==> src/rtl/alu_multicycle_if.sv <==
// Request/response bundle for alu_multicycle: request handshake with operands,
// result handshake with registered result and flags.
interface alu_multicycle_if #(
    parameter int unsigned WIDTH = 16
);
    logic             i_valid;
    logic             o_ready;
    logic [3:0]       i_opcode;
    logic [WIDTH-1:0] i_wordA;
    logic [WIDTH-1:0] i_wordB;
    logic             o_valid;
    logic             i_ready;
    logic [WIDTH-1:0] o_result;
    logic             o_flag_zero;
    logic             o_flag_sign;
    logic             o_flag_overflow;
    logic             o_flag_carry;

    modport slave (
        input  i_valid, i_opcode, i_wordA, i_wordB, i_ready,
        output o_ready, o_valid, o_result,
               o_flag_zero, o_flag_sign, o_flag_overflow, o_flag_carry
    );

    modport master (
        output i_valid, i_opcode, i_wordA, i_wordB, i_ready,
        input  o_ready, o_valid, o_result,
               o_flag_zero, o_flag_sign, o_flag_overflow, o_flag_carry
    );
endinterface

==> src/rtl/alu_multicycle.sv <==
// Multicycle ALU: single-cycle logic/add/shift ops, bit-serial multiply and
// restoring divide over WIDTH iterations, with a valid/ready result hold.
module alu_multicycle #(
    parameter int unsigned WIDTH = 16
) (
    input logic              i_clk,
    input logic              i_rst_n,
    alu_multicycle_if.slave  bus
);
    localparam int unsigned SHW = $clog2(WIDTH);

    typedef enum logic [1:0] {StIdle, StBusy, StDone} state_e;

    state_e             state_q, state_d;
    logic [3:0]         op_q;
    logic [WIDTH-1:0]   a_q, b_q;
    logic [SHW:0]       cnt_q, cnt_d;
    logic [2*WIDTH-1:0] acc_q, acc_d;
    logic [WIDTH-1:0]   res_q, res_d;
    logic [3:0]         flags_q, flags_d;  // {zero, sign, overflow, carry}

    logic               accept, in_multi;
    logic [WIDTH:0]     sum, diff;
    logic [SHW-1:0]     shamt;
    logic [WIDTH-1:0]   quick_res;
    logic               quick_ovf, quick_carry;

    logic [WIDTH:0]     mul_sum, rem_sh, rem_sub;
    logic               rem_ge;
    logic [2*WIDTH-1:0] mul_next, div_next, step;
    logic [WIDTH-1:0]   multi_res;
    logic               multi_ovf;

    assign accept   = (state_q == StIdle) && bus.i_valid;
    assign in_multi = (bus.i_opcode >= 4'hA) && (bus.i_opcode <= 4'hD);

    // Single-cycle ops read the live inputs; they are only used on the accept edge.
    always_comb begin
        sum         = {1'b0, bus.i_wordA} + {1'b0, bus.i_wordB};
        diff        = {1'b0, bus.i_wordA} - {1'b0, bus.i_wordB};
        shamt       = bus.i_wordB[SHW-1:0];
        quick_res   = '0;
        quick_ovf   = 1'b0;
        quick_carry = 1'b0;
        case (bus.i_opcode)
            4'h0: begin
                quick_res   = sum[WIDTH-1:0];
                quick_carry = sum[WIDTH];
                quick_ovf   = (bus.i_wordA[WIDTH-1] == bus.i_wordB[WIDTH-1]) &&
                              (sum[WIDTH-1] != bus.i_wordA[WIDTH-1]);
            end
            4'h1: begin
                quick_res   = diff[WIDTH-1:0];
                quick_carry = diff[WIDTH];
                quick_ovf   = (bus.i_wordA[WIDTH-1] != bus.i_wordB[WIDTH-1]) &&
                              (diff[WIDTH-1] != bus.i_wordA[WIDTH-1]);
            end
            4'h2: quick_res = bus.i_wordA & bus.i_wordB;
            4'h3: quick_res = bus.i_wordA | bus.i_wordB;
            4'h4: quick_res = bus.i_wordA ^ bus.i_wordB;
            4'h5: quick_res = bus.i_wordA << shamt;
            4'h6: quick_res = bus.i_wordA >> shamt;
            4'h7: quick_res = $unsigned($signed(bus.i_wordA) >>> shamt);
            4'h8: quick_res = {{(WIDTH-1){1'b0}}, $signed(bus.i_wordA) < $signed(bus.i_wordB)};
            4'h9: quick_res = {{(WIDTH-1){1'b0}}, bus.i_wordA < bus.i_wordB};
            default: quick_res = '0;
        endcase
    end

    // One iteration: multiply adds A into the upper half and shifts the product right;
    // divide shifts the next dividend bit into the partial remainder and trial-subtracts B.
    always_comb begin
        mul_sum  = {1'b0, acc_q[2*WIDTH-1:WIDTH]} + (acc_q[0] ? {1'b0, a_q} : '0);
        mul_next = {mul_sum, acc_q[WIDTH-1:1]};
        rem_sh   = {acc_q[2*WIDTH-1:WIDTH], acc_q[WIDTH-1]};
        rem_sub  = rem_sh - {1'b0, b_q};
        rem_ge   = rem_sh >= {1'b0, b_q};
        div_next = {(rem_ge ? rem_sub[WIDTH-1:0] : rem_sh[WIDTH-1:0]),
                    acc_q[WIDTH-2:0], rem_ge};
        step     = op_q[2] ? div_next : mul_next;
        multi_ovf = 1'b0;
        case (op_q)
            4'hA: begin
                multi_res = step[WIDTH-1:0];
                multi_ovf = |step[2*WIDTH-1:WIDTH];
            end
            4'hB: multi_res = step[2*WIDTH-1:WIDTH];
            4'hC: begin
                multi_res = step[WIDTH-1:0];
                multi_ovf = (b_q == '0);
            end
            4'hD: begin
                multi_res = step[2*WIDTH-1:WIDTH];
                multi_ovf = (b_q == '0);
            end
            default: multi_res = '0;
        endcase
    end

    always_comb begin
        state_d = state_q;
        cnt_d   = cnt_q;
        acc_d   = acc_q;
        res_d   = res_q;
        flags_d = flags_q;
        unique case (state_q)
            StIdle: begin
                if (bus.i_valid) begin
                    if (in_multi) begin
                        state_d = StBusy;
                        cnt_d   = (SHW+1)'(WIDTH);
                        acc_d   = bus.i_opcode[2] ? {{WIDTH{1'b0}}, bus.i_wordA}
                                                  : {{WIDTH{1'b0}}, bus.i_wordB};
                    end else begin
                        state_d = StDone;
                        res_d   = quick_res;
                        flags_d = {quick_res == '0, quick_res[WIDTH-1], quick_ovf, quick_carry};
                    end
                end
            end
            StBusy: begin
                acc_d = step;
                cnt_d = cnt_q - 1'b1;
                if (cnt_d == '0) begin
                    state_d = StDone;
                    res_d   = multi_res;
                    flags_d = {multi_res == '0, multi_res[WIDTH-1], multi_ovf, 1'b0};
                end
            end
            StDone: begin
                if (bus.i_ready) state_d = StIdle;
            end
            default: state_d = StIdle;
        endcase
    end

    always_ff @(posedge i_clk or negedge i_rst_n) begin
        if (!i_rst_n) begin
            state_q <= StIdle;
            cnt_q   <= '0;
            acc_q   <= '0;
            res_q   <= '0;
            flags_q <= '0;
            op_q    <= '0;
            a_q     <= '0;
            b_q     <= '0;
        end else begin
            state_q <= state_d;
            cnt_q   <= cnt_d;
            acc_q   <= acc_d;
            res_q   <= res_d;
            flags_q <= flags_d;
            if (accept) begin
                op_q <= bus.i_opcode;
                a_q  <= bus.i_wordA;
                b_q  <= bus.i_wordB;
            end
        end
    end

    assign bus.o_ready         = (state_q == StIdle);
    assign bus.o_valid         = (state_q == StDone);
    assign bus.o_result        = res_q;
    assign bus.o_flag_zero     = flags_q[3];
    assign bus.o_flag_sign     = flags_q[2];
    assign bus.o_flag_overflow = flags_q[1];
    assign bus.o_flag_carry    = flags_q[0];
endmodule
==> src/flat_wrapper.sv <==
// flat-port wrapper written by rule: the top's interface ports become plain ports
module alu_multicycle_flat 
#(
    parameter int unsigned WIDTH = 16
)
  (i_clk, i_rst_n, bus_i_valid, bus_i_opcode, bus_i_wordA, bus_i_wordB, bus_i_ready, bus_o_ready, bus_o_valid, bus_o_result, bus_o_flag_zero, bus_o_flag_sign, bus_o_flag_overflow, bus_o_flag_carry);
  alu_multicycle_if #(.WIDTH(WIDTH)) bus_i ();
  input logic i_clk;
  input logic i_rst_n;
  input wire logic [$bits(bus_i.i_valid)-1:0] bus_i_valid;
  input wire logic [$bits(bus_i.i_opcode)-1:0] bus_i_opcode;
  input wire logic [$bits(bus_i.i_wordA)-1:0] bus_i_wordA;
  input wire logic [$bits(bus_i.i_wordB)-1:0] bus_i_wordB;
  input wire logic [$bits(bus_i.i_ready)-1:0] bus_i_ready;
  output wire logic [$bits(bus_i.o_ready)-1:0] bus_o_ready;
  output wire logic [$bits(bus_i.o_valid)-1:0] bus_o_valid;
  output wire logic [$bits(bus_i.o_result)-1:0] bus_o_result;
  output wire logic [$bits(bus_i.o_flag_zero)-1:0] bus_o_flag_zero;
  output wire logic [$bits(bus_i.o_flag_sign)-1:0] bus_o_flag_sign;
  output wire logic [$bits(bus_i.o_flag_overflow)-1:0] bus_o_flag_overflow;
  output wire logic [$bits(bus_i.o_flag_carry)-1:0] bus_o_flag_carry;
  assign bus_i.i_valid = bus_i_valid;
  assign bus_i.i_opcode = bus_i_opcode;
  assign bus_i.i_wordA = bus_i_wordA;
  assign bus_i.i_wordB = bus_i_wordB;
  assign bus_i.i_ready = bus_i_ready;
  assign bus_o_ready = bus_i.o_ready;
  assign bus_o_valid = bus_i.o_valid;
  assign bus_o_result = bus_i.o_result;
  assign bus_o_flag_zero = bus_i.o_flag_zero;
  assign bus_o_flag_sign = bus_i.o_flag_sign;
  assign bus_o_flag_overflow = bus_i.o_flag_overflow;
  assign bus_o_flag_carry = bus_i.o_flag_carry;
  alu_multicycle #(.WIDTH(WIDTH)) u_core (.i_clk(i_clk), .i_rst_n(i_rst_n), .bus(bus_i));
endmodule
==> config.mk <==
export PLATFORM = sky130hd
export DESIGN_NAME = alu_multicycle_flat
export DESIGN_NICKNAME = d
export VERILOG_FILES = /design/src/rtl/alu_multicycle_if.sv /design/src/rtl/alu_multicycle.sv /design/src/flat_wrapper.sv
export SDC_FILE = /design/constraint.sdc
export NUM_CORES = 1
export LEC_CHECK = 0
export CORE_ASPECT_RATIO = 1.2
export CORE_MARGIN = 4
export CORE_UTILIZATION = 45
export DETAILED_ROUTE_END_ITERATION = 7
export PLACE_DENSITY = 0.61
export SLEW_MARGIN = 15
export SYNTH_ARGS = -nofsm -noshare
export SYNTH_HDL_FRONTEND = slang
export SYNTH_SLANG_ARGS = --single-unit
==> constraint.sdc <==
create_clock -name i_clk -period 6.3 [get_ports i_clk]
set_clock_uncertainty 0.05 [all_clocks]
set_input_delay 1.89 -clock i_clk [delete_from_list [all_inputs] [get_ports i_clk]]
set_output_delay 1.89 -clock i_clk [all_outputs]
set_load 0.01 [all_outputs]
# Yosys cells after proc, flatten, opt, wreduce, memory -nomap -nowiden
# Cells that the tools add are included.
[op_classes] addsub=5 magnitude_cmp=5 n_eq_ne=24 n_shift=3 n_mux=28 bitwise=3 reduce_logical=18
[op_table] cell="16-bit one-hot mux with 10 select lines" count=1
[op_table] cell="16-bit 2-to-1 mux" count=6
[op_table] cell="32-bit 2-to-1 mux" count=3
[op_table] cell="16-bit one-hot mux with 2 select lines" count=2
[op_table] cell="32-bit one-hot mux with 2 select lines" count=1
[op_table] cell="16-bit logical NOT" count=3
[op_table] cell="16-bit by 16-bit adder with 17-bit output" count=2
[op_table] cell="16-bit < comparator" count=2
[op_table] cell="4-bit == test (second input constant)" count=6
[op_table] cell="17-bit by 16-bit greater-or-equal comparator with 1-bit output" count=1
[op_table] cell="16-bit by 16-bit subtractor with 17-bit output" count=1
[op_table] cell="16-bit AND" count=1
[op_table] cell="4-bit by 3-bit == test with 1-bit output (second input constant)" count=4
[op_table] cell="16-bit OR" count=1
[op_table] cell="16-bit OR reduction" count=1
[op_table] cell="16-bit by 4-bit << shifter with 16-bit output" count=1
[op_table] cell="16-bit by 4-bit >> shifter with 16-bit output" count=1
[op_table] cell="16-bit by 4-bit >>> shifter with 16-bit output" count=1
[op_table] cell="16-bit subtractor" count=1
[op_table] cell="16-bit bitwise XOR" count=1
[op_table] cell="4-bit 2-to-1 mux" count=3
[op_table] cell="5-bit 2-to-1 mux" count=2
[op_table] cell="5-bit one-hot mux with 2 select lines" count=1
[op_table] cell="4-bit by 2-bit == test with 1-bit output (second input constant)" count=2
[op_table] cell="22 further kinds" count=38
[word_totals] regBits=95 in_bits=40 out_inout_bits=22 word_cells=94

# Depth between registers and ports, before layout
[logic_depth] ltp_word=7 depth_mapped=15 depth_no_buf=14

# Worst setup path after synthesis
# No wires, ideal clock.
[synth_path] kind="input to register" start="input port bus_i_wordB[1]" end="register u_core.flags_q[3]" setup_ns=0.065 t_arrival_ns=4.965 t_required_ns=6.185 slack_ns=1.221 stages=15 n_path_buf=3 cell_sequence="buf_2 > buf_4 > buf_2 > inv_2 > ha_1 > or2_1 > a221oi_1 > or4b_1 > nand4_1 > nand3_1 > nand2_1 > a2111oi_0 > o2111ai_1 > nor4_1 > a211o_1"
[synth_between] elab_chain_len=6 word_cells_on_any_way=15 classes_between="add/sub: 2; order compare: 2; shift: 3; mux: 4; bitwise: 3; reduce/logical: 1"
[synth_lines] item="from (decl)" line_no="flat_wrapper.sv:13" source="input wire logic [$bits(bus_i.i_wordB)-1:0] bus_i_wordB;"
[synth_lines] item="16-bit by 16-bit subtractor with 17-bit output (tied with other cells)" line_no="alu_multicycle.sv:40" source="diff = {1'b0, bus.i_wordA} - {1'b0, bus.i_wordB};"
[synth_lines] item="16-bit one-hot mux with 10 select lines (*)" line_no="alu_multicycle.sv:45" source="case (bus.i_opcode)"
[synth_lines] item="16-bit logical NOT (*)" line_no="alu_multicycle.sv:117" source="flags_d = {quick_res == '0, quick_res[WIDTH-1], quick_ovf, quick_carry};"
[synth_lines] item="4-bit 2-to-1 mux (*)" line_no="alu_multicycle.sv:109" source="if (in_multi) begin"
[synth_lines] item="4-bit 2-to-1 mux (*)" line_no="alu_multicycle.sv:108" source="if (bus.i_valid) begin"
[synth_lines] item="4-bit one-hot mux with 2 select lines (*)" line_no="alu_multicycle.sv:106" source="unique case (state_q)"
[synth_lines] item="to (signal assigned)" line_no="alu_multicycle.sv:152" source="flags_q <= flags_d;"
[synth_lines] item="to (decl)" line_no="alu_multicycle.sv:20" source="logic [3:0] flags_q, flags_d;"
# Mark *: on every way between the ends. The rest lies on a longest branch, timed or not. The select of a mux whose other input is x is not followed.
# A chain may end at the register's enable or synchronous reset.

# Worst setup path after layout
[layout_path] start="input port bus_i_wordA[2]" end="register u_core.flags_q[3]"
[layout_between] elab_chain_len=6 word_cells_on_any_way=15 classes_between="add/sub: 2; order compare: 2; shift: 3; mux: 4; bitwise: 3; reduce/logical: 1"
[layout_lines] item="from (decl)" line_no="flat_wrapper.sv:12" source="input wire logic [$bits(bus_i.i_wordA)-1:0] bus_i_wordA;"
[layout_lines] item="16-bit by 16-bit subtractor with 17-bit output (tied with other cells)" line_no="alu_multicycle.sv:40"
[layout_lines] item="16-bit one-hot mux with 10 select lines (*)" line_no="alu_multicycle.sv:45"
[layout_lines] item="16-bit logical NOT (*)" line_no="alu_multicycle.sv:117"
[layout_lines] item="4-bit 2-to-1 mux (*)" line_no="alu_multicycle.sv:109"
[layout_lines] item="4-bit 2-to-1 mux (*)" line_no="alu_multicycle.sv:108"
[layout_lines] item="4-bit one-hot mux with 2 select lines (*)" line_no="alu_multicycle.sv:106"
# Marked as above.

==> metrics.cfg <==
[status]
outcome=finished clean

[cells_and_area]
syn_to_final_growth_pct=11.6
instances_no_fill=1763
fillCellCount=2320
final_area_um2=12000
fin_util_pct=51.4
drive_above_1_share_pct=7.74
nets=1569

[place]
dpl.hpwl_um=34500
numPortBuffers=61
routabilityCongestion=1.06
dpl_cell_area_um2=11700
dp_cells=1746

[clocking]
cts_tree=done
clk_pin_slew_ns=0.07
cts-resized-gates=0
clock_latency_ns=0.36
cts_made_buffers=9
htreeDepth=3
clk_path_buf_depth=2
root_buffer=clkbuf_16
cts.sinks=94
holdBufCountCts=0
post_cts.repair.setup_buffers=0

[detailed_routing]
drtPass1Iterations=6
vias_per_cell=6.49
drc_errors=0
wl_per_cell_um=25.1
ant_nets=0
first_iter_violations=1322
route.vias.total=11400
drt-total-wl_um=44200

[yosys]
ys_ff_latch=94
ys.flop_type=dfrtp_1
syn-num-nets=1549
ys_types=90
synthCells=1422
netlist_area_um2=10800
avgSynthCellArea_um2=7.59
yosysWarnings=0
ys_seq_area_share_pct=21.8
yosysTopAreaCellShare_pct=21.8
synth_area_leaders=dfrtp_1 22%, ha_1 9.6%, nand2_1 6.2%
yosysTopAreaCell=dfrtp_1
synthArstFlopShare_pct=100
synth-edff-count=0

[power]
irDropWorstVdd_v=0.000167
leakage_uw=0.00523
finalPower_uw=4790
power.density_nw_per_um2=398

[floorplan]
coreArea_um2=23400
io_pins=62
die_y_um=178
dieWidth_um=149
dieArea_um2=26500
rows=61
initial_core_util_pct=46.1

[global_route]
overflow=0
grt_start_max_net_pins=54
antenna_found_initial=1
track_usage_pct=32.9
grt_pass1_wl_um=66600
grt_pass1_vias=10900

[worst_setup_path]
rr_worst_depth=12
worstPathRequired_ns=6.53
path_class=in2reg
cp_max_fo=10
worst-path-buf-inv=2
cpLargestDelayFamily=compound AO/OA/AOI/OAI gates
slowest_stage=a2111oi_0
slowest_delay_ns=0.70
worst_setup_path_end_kind=flop
cp_num_cells=12
start_kind=input pin
reg2reg_slack_ns=1.85
worstPathCellList=clkdlybuf4s50_1 -> inv_1 -> ha_1 -> a221oi_1 -> or4b_1 -> nand4_1 -> nand3_1 -> nand2_1 -> a2111oi_0 -> o2111ai_1 -> nor4_1 -> a211o_1
crit_arrival_ns=5.79

[min_path]
hp-class=reg2reg
hold_path_depth=2

[sta]
rsz0062_at_grt=no
setup_viol=0
worstMarginPinSlew_ns=1.16
maxSlewHeadroom_pct=22.3
period_minus_slack_ns=5.56
fin_tns_setup_ns=0
min_period_over_period_pct=88.2
fmax_mhz=180
hold_viol_final=0
maxSlewViolCount=0

[run]
maxCapViolations=0

## placed cells by master, fill, tap and decap left out, types with 27 or more instances in the layout
cell             Yosys  layout
nand2_1            177     177
clkdlybuf4s50_1      0      57
ha_1                83      83
nor3_1              27      27
dfrtp_1             94      93
a21oi_1            107     107
o21ai_0            127     127
inv_1               69      69
nor2_1             130     130
mux2i_1             42      42
buf_4                2      41
## stage by stage
step	hold WS, ns	worst slack [ns]
2_1_floorplan	0.392	1.22
3_3_place_gp	0.404	0.685
3_5_place_dp	0.413	0.477
4_1_cts	0.429	0.821
5_1_grt	0.463	0.513
6_report	0.426	0.742
## layout make-up
cell class	count	area, um2	share of cell area, %
Antenna cell	1	2.50	0.0208
Clock buffer	10	239	1.98
Clock inverter	6	75.1	0.623
Inverter	73	274	2.28
Multi-Input combinational cell	1162	7790	64.7
Sequential cell	94	2350	19.5
Tap cell	315	394	3.27
Timing Repair Buffer	102	913	7.59
## registers in the layout, summed over array words and instances, names as in the netlist
signal               cells
u_core.state_q           2
u_core.flags_q           4
u_core.a_q              16
u_core.op_q              4
u_core.acc_q            32
u_core.bus.o_result     15
u_core.cnt_q             5
u_core.b_q              16
## metal layers
layer	vias up	global-route usage [%]	routed length [um]
met2	637	51.9	19800
met3	157	4.55	3250
li1	5281	-	-
met1	5360	42.3	17700
met4	0	21.3	3500
met5	-	0	0
## final timing paths
| path | start | end |
|---|---|---|
| max | bus_i_wordA[2] | u_core.flags_q[3] |
| min | u_core.a_q[13] | u_core.a_q[13] |
| max reg2reg | u_core.acc_q[0] | u_core.flags_q[3] |
| min reg2reg | u_core.a_q[13] | u_core.a_q[13] |
| max in group asynchronous | i_rst_n | u_core.op_q[2] |
| min in group asynchronous | i_rst_n | u_core.b_q[14] |
## worst min-delay path, stage by stage, from the launching register on
cell     delay (ns)
dfrtp_1        0.34
nand2_1        0.04
o21ai_0        0.06
## kinds of logic after synthesis
| kind of cell | count (synthesis) | synth area share [%] |
|---|---|---|
| AND/OR/NAND/NOR | 496 | 21.5 |
| AO/OA/AOI/OAI | 475 | 28.9 |
| buffers and inverters | 166 | 6.19 |
| flip-flops | 94 | 21.8 |
| adder cells (fa/ha/maj) | 87 | 10.4 |
| multiplexers | 73 | 8.70 |
| XOR/XNOR | 31 | 2.52 |
## cells in the mapped netlist, drive strengths merged, types with 7 or more instances
master / instances
mux4: 15
nand4: 13
and3: 7
o21bai: 11
a221o: 11
inv: 71
a311oi: 10
o211ai: 18
nor4: 18
and2: 23
mux2i: 42
nor2: 130
a31oi: 21
nand2: 178
or3: 8
xor2: 9
dfrtp: 94
a221oi: 10
ha: 83
a22o: 7
a211o: 9
nand2b: 17
buf: 27
a21oi: 108
a21o: 17
o21ai: 142
xnor2: 22
nor3: 27
nand3: 23
o22ai: 11
a211oi: 10
mux2: 16
clkbuf: 66
a22oi: 13
or2: 11
o21a: 8
nor2b: 16
## power by group
part / internal, uW / total, uW / switching [uW]
Clock: 327 / 596 / 269
Sequential: 870 / 1150 / 281
Combinational: 1150 / 3040 / 1890
No activity file was read; power rests on OpenSTA's default activity.
